$ cat src/rtl/switch_debounce_bank.sv
// Sixteen-channel switch debouncer: 2-flop synchronizers, a shared sample-tick
// prescaler, per-channel tick-qualified stability counters, edge pulses and a selectable rise counter.
module switch_debounce_bank #(
  parameter int TICK_DIV     = 100000,
  parameter int STABLE_TICKS = 10
) (
  input  logic        clock,
  input  logic        reset,
  input  logic [15:0] swt,
  input  logic [3:0]  count_sel,
  input  logic        count_clr,
  output logic [15:0] swt_db,
  output logic [15:0] rise,
  output logic [15:0] fall,
  output logic [7:0]  count
);

  localparam int PW = (TICK_DIV > 1) ? $clog2(TICK_DIV) : 1;

  logic [PW-1:0] presc;
  logic          tick;
  logic [15:0]   sync_meta;
  logic [15:0]   sync_lvl;
  logic [7:0]    stab_cnt [16];
  logic [7:0]    stab_nxt [16];
  logic [15:0]   toggle;

  assign tick = (presc == PW'(TICK_DIV - 1));

  // NOTE: sequential state always uses non-blocking assignments so every flop
  // samples pre-edge values regardless of statement order.
  always_ff @(posedge clock) begin
    if (reset) begin
      presc     <= '0;
      sync_meta <= '0;
      sync_lvl  <= '0;
    end else begin
      presc     <= tick ? '0 : presc + 1'b1;
      sync_meta <= swt;
      sync_lvl  <= sync_meta;
    end
  end

  // Any cycle at the current level restarts qualification; only tick cycles advance it.
  // NOTE: every output of this block gets a default first so no path can infer a latch.
  always_comb begin
    toggle = '0;
    for (int i = 0; i < 16; i++) begin
      stab_nxt[i] = stab_cnt[i];
      if (sync_lvl[i] == swt_db[i]) begin
        stab_nxt[i] = '0;
      end else if (tick) begin
        if (stab_cnt[i] == 8'(STABLE_TICKS - 1)) begin
          toggle[i]   = 1'b1;
          stab_nxt[i] = '0;
        end else begin
          stab_nxt[i] = stab_cnt[i] + 8'd1;
        end
      end
    end
  end

  // NOTE: the stability counters are a small flop array, not a RAM, so they are
  // reset along with everything else to discard partial qualification.
  always_ff @(posedge clock) begin
    if (reset) begin
      swt_db <= '0;
      rise   <= '0;
      fall   <= '0;
      for (int i = 0; i < 16; i++) stab_cnt[i] <= '0;
    end else begin
      swt_db <= swt_db ^ toggle;
      rise   <= toggle & ~swt_db;
      fall   <= toggle & swt_db;
      for (int i = 0; i < 16; i++) stab_cnt[i] <= stab_nxt[i];
    end
  end

  // Clear wins over a coincident rise on the selected channel.
  always_ff @(posedge clock) begin
    if (reset || count_clr) begin
      count <= '0;
    end else if (rise[count_sel]) begin
      count <= count + 8'd1;
    end
  end

endmodule

$ cat config.mk
export PLATFORM = sky130hd
export DESIGN_NAME = switch_debounce_bank
export DESIGN_NICKNAME = d
export VERILOG_FILES = /design/src/rtl/switch_debounce_bank.sv
export SDC_FILE = /design/constraint.sdc
export NUM_CORES = 1
export LEC_CHECK = 0
export ABC_AREA = 1
export BUFFER_PORTS_ARGS = -buffer_cell sky130_fd_sc_hd__buf_2
export CAP_MARGIN = 30
export CELL_PAD_IN_SITES_DETAIL_PLACEMENT = 1
export CELL_PAD_IN_SITES_GLOBAL_PLACEMENT = 2
export CORE_MARGIN = 2
export CORE_UTILIZATION = 31
export CTS_CLUSTER_DIAMETER = 100
export DETAILED_ROUTE_END_ITERATION = 12
export PLACE_DENSITY_LB_ADDON = 0.1
export SLEW_MARGIN = 10
export SYNTH_ARGS = -nofsm -noshare
export SYNTH_HDL_FRONTEND = slang
export SYNTH_SLANG_ARGS = --single-unit
$ cat constraint.sdc
create_clock -name clock -period 1.8 [get_ports clock]
set_clock_uncertainty 0.2 [all_clocks]
set_input_delay 0.36 -clock clock [delete_from_list [all_inputs] [get_ports clock]]
set_output_delay 0.36 -clock clock [all_outputs]
set_load 0.01 [all_outputs]
# After elaboration in Yosys (flattened, before gate mapping)
# Memories as Yosys holds them, arrays and structs flattened.
# Cells that the tools add are included.
# totals
memories	1
regBits	105
ram_bits	128
output_inout_bits	56
# op_classes
n_eq_ne	33
order_cmp	1
n_bitwise	20
n_reduce_logical	2
n_addsub	18
muxes	117
# mem_list
memory	words	word_bits	rd	rd_clocked_by_memory_dff	write_ports	line	rtl
stab_cnt	16	8	16	0	16	24	logic [7:0] stab_cnt [16];
# op_table
operator	n
two-way mux 8 bit	64
adder 8 x 1 -> 8 bit (second input constant)	17
== test 8 x 4 -> 1 bit (second input constant)	16
two-way mux 1 bit	52
AND 16 bit	2
adder 17 x 1 -> 17 bit (second input constant)	1
== test 17 bit (second input constant)	1
== test 1 bit	16
NOT 16 bit	1
OR 1 bit	16
bitwise XOR 16 bit	1
less-than comparator 4 x 5 -> 1 bit (second input constant)	1
binary-select mux 1 bit (select 4 bit)	1
OR reduction 2 bit	1
logical OR 1 bit	1

# Depth between registers and ports, before layout
# Gate-level depths: netlist (run 1).
# depth
depth_word	5
mapped_depth	11
ltp_nobuf	10

# Worst setup path after synthesis (run 1)
# OpenSTA, ideal clock, no wires.
# synth_path
path_type	register to register
start	register presc[0]
end	memory stab_cnt[13][2] (netlist: stab_cnt[1][42])
path_slack_ns	-0.036
arrival_time_ns	1.490
path_buffers	2
setup_ns	0.146
stages_incl_launch_ff	11
cell_sequence	dfxtp_1 > ha_1 > nand2_1 > nor2_4 > inv_2 > nor2_1 > nand3_2 > buf_2 > buf_2 > nand2_1 > a21oi_1
# synth_rtl
element	line	rtl
start, declared	20	logic [PW-1:0] presc;
start signal, assigned	38	presc <= tick ? '0 : presc + 1'b1;
end, declared	24	

==> results of run 1 <==
==> worst max path at each step <==
stage	from	to	slack, ns	depth (start not counted)
after CTS	presc[1]$_SDFF_PP0_	flip-flop	-0.16	12
after floorplan	presc[0]$_SDFF_PP0_	presc[14]$_SDFF_PP0_	-0.01	9
after global placement	presc[0]$_SDFF_PP0_	stab_cnt[0][54]$_SDFFE_PP0N_	-0.24	11
after detailed placement	presc[0]$_SDFF_PP0_	stab_cnt[0][54]$_SDFFE_PP0N_	-0.26	11
final	presc[13]$_SDFF_PP0_	stab_cnt[0][26]$_SDFFE_PP0N_	-0.24	10
after global routing	presc[13]$_SDFF_PP0_	stab_cnt[0][47]$_SDFFE_PP0N_	-0.30	10
==> Yosys cell counts (4+ instances only) <==
master    count
a21oi_1     128
buf_1         4
buf_2        19
buf_4         6
clkbuf_1     10
dfxtp_1     233
ha_1         34
inv_1       260
inv_2         5
nand2_1     408
nand3_1     134
nand3b_1     18
nand4_1      45
nor2_1      179
nor3_1       46
nor3_2       18
nor4_1        9
o21ai_0      46
o21ai_1       8
o31ai_1      10
or2_2         7
xor2_1       36
==> per-stage QoR <==
stage	utilization [%]	TNS (ns)	setup slack, ns	instance area, sq um
2_1_floorplan	-	-0.0952	-0.0137	11600
6_report	46.9	-29.53	-0.243	17200
3_3_place_gp	36.7	-27.67	-0.243	13400
4_1_cts	42.5	-18.66	-0.157	15500
3_5_place_dp	36.7	-33.88	-0.260	13400
5_1_grt	46.9	-43.89	-0.304	17200
==> cells by family (layout without fill, tap and decap cells) <==
family | Yosys count | count (layout) | share of synthesized area (%)
DFF | 233 | 233 | 40.4
AOI/OAI and AO/OA | 197 | 197 | 8.86
adders and majority gates | 34 | 34 | 3.69
buffers and inverters | 307 | 579 | 10.5
and+or+nand+nor | 873 | 873 | 33.6
xor gates and xnor gates | 39 | 39 | 2.96
==> critical path: stages, from the launching register on <==
cell and delay [ns]:
dfxtp_1 0.31, buf_4 0.15, inv_1 0.08, nand4_1 0.10, nor2_1 0.25, nand3_4 0.20, buf_12 0.20, buf_12 0.15
clkbuf_16 0.19, nand2_4 0.06, a21oi_2 0.04
==> area by class of cell <==
cell class / count / area, sq um
Clock buffer: 43 / 868
Timing Repair Buffer: 262 / 2580
Multi-Input combinational cell: 1143 / 7360
Sequential cell: 233 / 4670
Inverter: 266 / 1020
Clock inverter: 8 / 95.1
Tap cell: 468 / 586
Fill cell: 4395 / 19400
==> sequential cells by signal, summed over array words and instances (netlist names), named ones only <==
register / count
presc: 17
sync_meta: 16
rise: 16
fall: 16
stab_cnt: 128
sync_lvl: 16
count: 8
==> power groups by stage <==
stage                     combinational, mW  clock, mW  sequential, mW
after floorplan                       0.163          0            5.34
after global placement                0.315          0            5.35
after detailed placement              0.321          0            5.35
after CTS                             0.375       6.12            5.24
after global routing                  0.450       6.32            5.24
final                                 0.401       5.95            5.24
==> per-layer routing <==
metal | global-route usage [%] | up-vias | routed length (um)
li1 | - | 5888 | -
met1 | 24.0 | 5737 | 18500
met2 | 35.9 | 125 | 21000
met3 | 2.07 | 65 | 958
met4 | 4.90 | 0 | 971
met5 | 0 | - | 0
==> what timing repair did <==
action	4_1_cts	5_1_grt
endpoints found under the hold margin	24	0
cloned	7	14
gates resized for setup	187	310
pin swaps	32	86
hold buffers	17	0
setup endpoints to repair	193	198
setup buffers	12	16
==> results.toml, run 1 <==
[power]
p_total_mw = 11.6
power_report.internal_total_mw = 8.97
clkPwrFrac_pct = 51.3
p_leak_nw = 6.73
switching_share_pct = 22.6
irDropWorstVdd_uv = 665
p_switching_mw = 2.62
seq_power_share_pct = 45.2
power.density_nw_per_um2 = 674
pwr-share-comb_pct = 3.5

[finish]
final_cells = 2423
area_growth_pct = 48.8
mostFrequentLayoutCell = "nand2_1"
layout_common_cells = "nand2_1, inv_1, dfxtp_1"
antennaDiodeCount = 0
final_nets = 1992
drive_gt1_share_pct = 31.3

[clocking]
cts_tree = "built"
numClockSinks = 233
ctsRootBufferMaster = "clkbuf_16"
cts_buffers = 29
clk_pin_slew_worst_paths_ns = 0.06
htree_levels = 1
clk_latency_ns = 0.56
cts.path.max_buffers = 3

[yosys]
syn_inst = 1683
synth_edf_count = 0
yosys_warnings = 0
synth_area_leader_cell = "dfxtp_1"
avgSynthCellArea_sq_um = 6.86
netlist_area_sq_um = 11500
yosysSeqAreaShare_pct = 40.4
synth_ff_type = "dfxtp_1"
yosysUniqueCellTypes = 34
yosysTopAreaCellShare_pct = 40.4
synthArstFlopShare_pct = 0
synthesis.nets = 1740
ys_ff_latch = 233
synthTopCellsByArea = "dfxtp_1, nand2_1, inv_1, nor2_1, nand3_1"

[global_route]
antenna_found_initial = 1
grt_remaining_overflow = 0
grt_pass1_vias = 12000
grt_max_degree = 33
grt_use_total_pct = 19.4
grt_pass1_wl_mm = 60.8

[floorplanning]
rows = 70
start_util_pct = 31.5
dieArea_sq_um = 38800
dieHeight_um = 197
dieWidth_um = 197
ios = 79
core_sq_um = 36600

[timing]
min_period_ns = 2.04
layout_worst_path_cycle_share_pct = 113
rsz0062_at_grt = "true"
fin_hold_ws_ns = 0.0639
finalHoldViolations = 0
relSlewSlack_pct = 60.1
timing.final.ws_setup_ns = -0.243
tightestPinTransition_ns = 0.596
fmax_mhz = 490
drv_slew = 0
setup_viol = 187

[critical_path]
crit_required_ns = 2.05
critPathKind = "reg2reg"
rr_endpoint = "stab_cnt[0][26]$_SDFFE_PP0N_"
critPathMaxFanout = 7
rrSetupSlack_ns = -0.24
rr_startpoint = "presc[13]$_SDFF_PP0_"
crit_path_end_kind = "flip-flop"
arrival_ns = 2.29
r2r_cells = 10
start_kind = "flip-flop"

[routing]
drcViolationCount = 0
first_pass_iters = 4
viasPerCell = 4.88
detail_route.wl_per_cell_um = 17.1
wirelength_mm = 41.5
drtIter0Drc = 329
dr_total_vias = 11800
antenna_left = 0

[place]
dp_cells = 2311
port_buffers = 78
gp_congestion = 0.760
place_hpwl_mm = 25.8

[status]
run_status = "complete, but fails checks"
violations = "setup timing"

[hold_path]
min_to = "sync_meta[1]$_SDFF_PP0_"
whs_path_depth = 3
hold_class = "in2reg"
worstHoldStart = "reset"

[job]
cap_violations = 0
No activity file was read; power rests on OpenSTA's default activity.
==> run 2, diff against run 1 <==
--- a/config.mk
+++ b/config.mk
@@ -5,13 +5,13 @@
 export SDC_FILE = /design/constraint.sdc
 export NUM_CORES = 1
 export LEC_CHECK = 0
-export ABC_AREA = 1
+export ABC_AREA = 0
 export BUFFER_PORTS_ARGS = -buffer_cell sky130_fd_sc_hd__buf_2
 export CAP_MARGIN = 30
 export CELL_PAD_IN_SITES_DETAIL_PLACEMENT = 1
 export CELL_PAD_IN_SITES_GLOBAL_PLACEMENT = 2
 export CORE_MARGIN = 2
-export CORE_UTILIZATION = 31
+export CORE_UTILIZATION = 34
 export CTS_CLUSTER_DIAMETER = 100
 export DETAILED_ROUTE_END_ITERATION = 12
 export PLACE_DENSITY_LB_ADDON = 0.1
==> run 2 against run 1 <==
  * Flip-flop and latch count unchanged
  * Final area decreased by 9.6%
  * Maximum frequency decreased by 2.5%
  * Largest cell class unchanged
  * Register-to-register slack got worse by 0.05 ns
  * Clock-buffer cell count down 5
  * Non-clock buffer count is 49 higher
  * Clock power decreased by 3.7%
  * Via count decreased by 21%
  * Setup slack worse by 0.052 ns
  * Utilization increased by 5.6 points
  * Synthesized cell count is 33% lower
  * Largest power group unchanged
  * Synthesized area decreased by 12%
  * The flow still finishes with violations (setup timing)
==> results.toml, run 2 <==
[status]
run_status = "complete, but fails checks"
violations = "setup timing"

[routing]
wirelength_mm = 33.3
drtIter0Drc = 337
drcViolationCount = 0
first_pass_iters = 4
viasPerCell = 5.07
detail_route.wl_per_cell_um = 18.2
dr_total_vias = 9296
antenna_left = 0

[timing]
finalHoldViolations = 0
tightestPinTransition_ns = 0.604
drv_slew = 0
layout_worst_path_cycle_share_pct = 116
relSlewSlack_pct = 59.6
rsz0062_at_grt = "true"
timing.final.ws_setup_ns = -0.294
fmax_mhz = 477
setup_viol = 190
min_period_ns = 2.09

[finish]
area_growth_pct = 52.4
post-route-util_pct = 52.5
mostFrequentLayoutCell = "dfxtp_1"
final_nets = 1483
top_register = "stab_cnt"
antennaDiodeCount = 0
stdcell_area_sq_um = 15500
fill_cells = 3253
drive_gt1_share_pct = 36.8
largest_reg_flops = 128
layout_common_cells = "dfxtp_1, buf_4, nor2_1"
reg_top3 = "stab_cnt x128, presc x17"

[global_route]
grt_remaining_overflow = 0
grt_pass1_vias = 9899
grt_pass1_wl_mm = 52.2
grt_use_total_pct = 21.0
antenna_found_initial = 0
grt_max_degree = 29

[power]
irDropWorstVdd_uv = 856
switching_share_pct = 21.3
power_report.internal_total_mw = 8.90
clkPwrFrac_pct = 50.7
seq_power_share_pct = 46.2
p_switching_mw = 2.40
p_leak_nw = 6.22
p_total_mw = 11.3
pwr-share-comb_pct = 3.1
power.density_nw_per_um2 = 728

[yosys]
yosys.area_share.adder_pct = 4.18
synth_xor_area_share_pct = 8.34
avgSynthCellArea_sq_um = 8.98
synth_top_family_by_area = "simple AND/OR/NAND/NOR gates"
yosysSeqAreaShare_pct = 45.8
synth_ff_type = "dfxtp_1"
yosysUniqueCellTypes = 45
synthTopCellsByCount = "dfxtp_1, nor2_1, nand3_1"
synth_compound_area_share_pct = 6.74
synth_edf_count = 0
synthTopCellsByArea = "dfxtp_1, nor2_1, xor2_1, ha_1, nand3_1"
yosysTopAreaCellShare_pct = 45.8
synthMuxAreaShare_pct = 2.55
syn_inst = 1134
yosys.area_share.simple_pct = 28.8
synth_most_common_cell = "dfxtp_1"
synth_area_leader_cell = "dfxtp_1"
netlist_area_sq_um = 10200
yosys_warnings = 0
ys_ff_latch = 233
synthArstFlopShare_pct = 0
synthesis.nets = 1191

[critical_path]
critPathMaxFanout = 7
arrival_ns = 2.29
start_kind = "flip-flop"
rrSetupSlack_ns = -0.29
critPathKind = "reg2reg"
r2r_cells = 8
crit_slowest_cell = "dfxtp_2"
rr_startpoint = "presc[1]$_SDFF_PP0_"
crit_required_ns = 2.00
crit_path_end_kind = "flip-flop"
path_cells = "ha_4 > and4_4 > nand2_8 > buf_6 > clkbuf_16 > or3_4 > mux2i_1 > nor2_1"
cpPeakStageDelay_ns = 0.35

[hold_path]
min_to = "count[0]$_SDFFE_PP0P_"
hold_class = "in2reg"
worstHoldStart = "count_sel[2]"
whs_path_depth = 5

[place]
post_dp_cell_area_sq_um = 12600
port_buffers = 78
gp_congestion = 0.783
place_hpwl_mm = 21.6

[floorplanning]
ios = 79
rows = 63
dieArea_sq_um = 31400
core_sq_um = 29600
dieHeight_um = 177
start_util_pct = 34.5
dieWidth_um = 177

[job]
cap_violations = 0

[clocking]
ctsRootBufferMaster = "clkbuf_16"
cts_buffers = 28
cts.path.max_buffers = 3
clk_latency_ns = 0.54
clk_pin_slew_worst_paths_ns = 0.06
htree_levels = 1
numClockSinks = 233
cts_tree = "built"
-- run 2: cell types whose count changed in the layout (fill, tap and decap cells not counted), moves of 30 or more --
cell,before,now
nor3_1,37,3
buf_4,101,151
xnor2_1,3,37
nor2b_1,0,34
nor2_1,170,140
nand2b_1,0,32
nand2_1,297,54
a21oi_2,82,17
nand2_4,75,0
inv_1,257,31
nand3_1,95,53
nand2_2,35,0
-- run 2: repair_timing --
action | CTS | global route
buffers inserted | 27 | 11
endpoints found under the hold margin | 24 | 0
endpoints found under the setup margin | 197 | 201
pin swaps | 56 | 60
gates resized for setup | 145 | 124
gates cloned | 8 | 4
hold buffers | 18 | 0
-- run 2: cell families after synthesis --
| logic type | Yosys count |
|---|---|
| AND/OR/NAND/NOR | 552 |
| flip-flops | 233 |
| AO/OA/AOI/OAI | 112 |
| XOR/XNOR | 97 |
| buffers and inverters | 80 |
| adder cells (fa/ha/maj) | 34 |
| multiplexers | 26 |
-- run 2: metal layers --
layer,wire length (um),global-route usage [%],vias up,share of wire [%]
met1,14100,25.1,4587,42
met3,909,2.34,53,2.7
met2,17400,39.5,112,52
met4,883,5.58,0,2.6
met5,0,0,-,0
li1,-,-,4544,-
-- run 2: layout make-up --
cell class	instances	area [sq um]	share of cell area, %
flip-flops and latches	233	4680	30.2
well taps	390	488	3.14
multi-input cells	821	6520	42.0
repair buffers	311	2790	18.0
inverters	31	116	0.750
clock buffers	38	810	5.22
clock inverters	8	118	0.758
-- run 2: metrics by stage --
step,cells,setup WS (ns),TNS [ns],hold WS (ns)
floorplan,1134,-0.159,-12.35,0.214
global placement,1723,-0.193,-23.99,0.222
detailed placement,1723,-0.256,-31.08,0.226
CTS,1821,-0.246,-27.84,0.109
global route,1832,-0.343,-42.51,0.153
finish,1832,-0.294,-29.63,0.122
-- run 2: how the worst max path moves through the flow --
stage	from	to	slack, ns	depth (start not counted)
2_1_floorplan	presc[5]$_SDFF_PP0_	stab_cnt[0][11]$_SDFFE_PP0N_	-0.16	8
3_3_place_gp	presc[13]$_SDFF_PP0_	fall[6]$_SDFF_PP0_	-0.19	6
3_5_place_dp	presc[12]$_SDFF_PP0_	stab_cnt[1][59]$_SDFFE_PP0N_	-0.26	6
4_1_cts	presc[12]$_SDFF_PP0_	stab_cnt[1][43]$_SDFFE_PP0N_	-0.25	6
5_1_grt	presc[1]$_SDFF_PP0_	flip-flop	-0.34	8
6_report	presc[1]$_SDFF_PP0_	flip-flop	-0.29	8
-- run 2: worst max-delay path, delay by kind of cell (launching register included) --
kind	cells	cell delay [ns]
adder cells (fa/ha/maj)	1	0.14
AND/OR/NAND/NOR	4	0.76
multiplexers	1	0.19
buffers and inverters	2	0.32
flip-flops	1	0.35
-- run 2: power by group through the flow --
stage / sequential [mW] / combinational [mW] / clock [mW]
floorplan: 5.33 / 0.138 / 0
global placement: 5.33 / 0.275 / 0
detailed placement: 5.33 / 0.278 / 0
CTS: 5.22 / 0.335 / 5.89
global route: 5.22 / 0.381 / 6.12
finish: 5.22 / 0.350 / 5.73
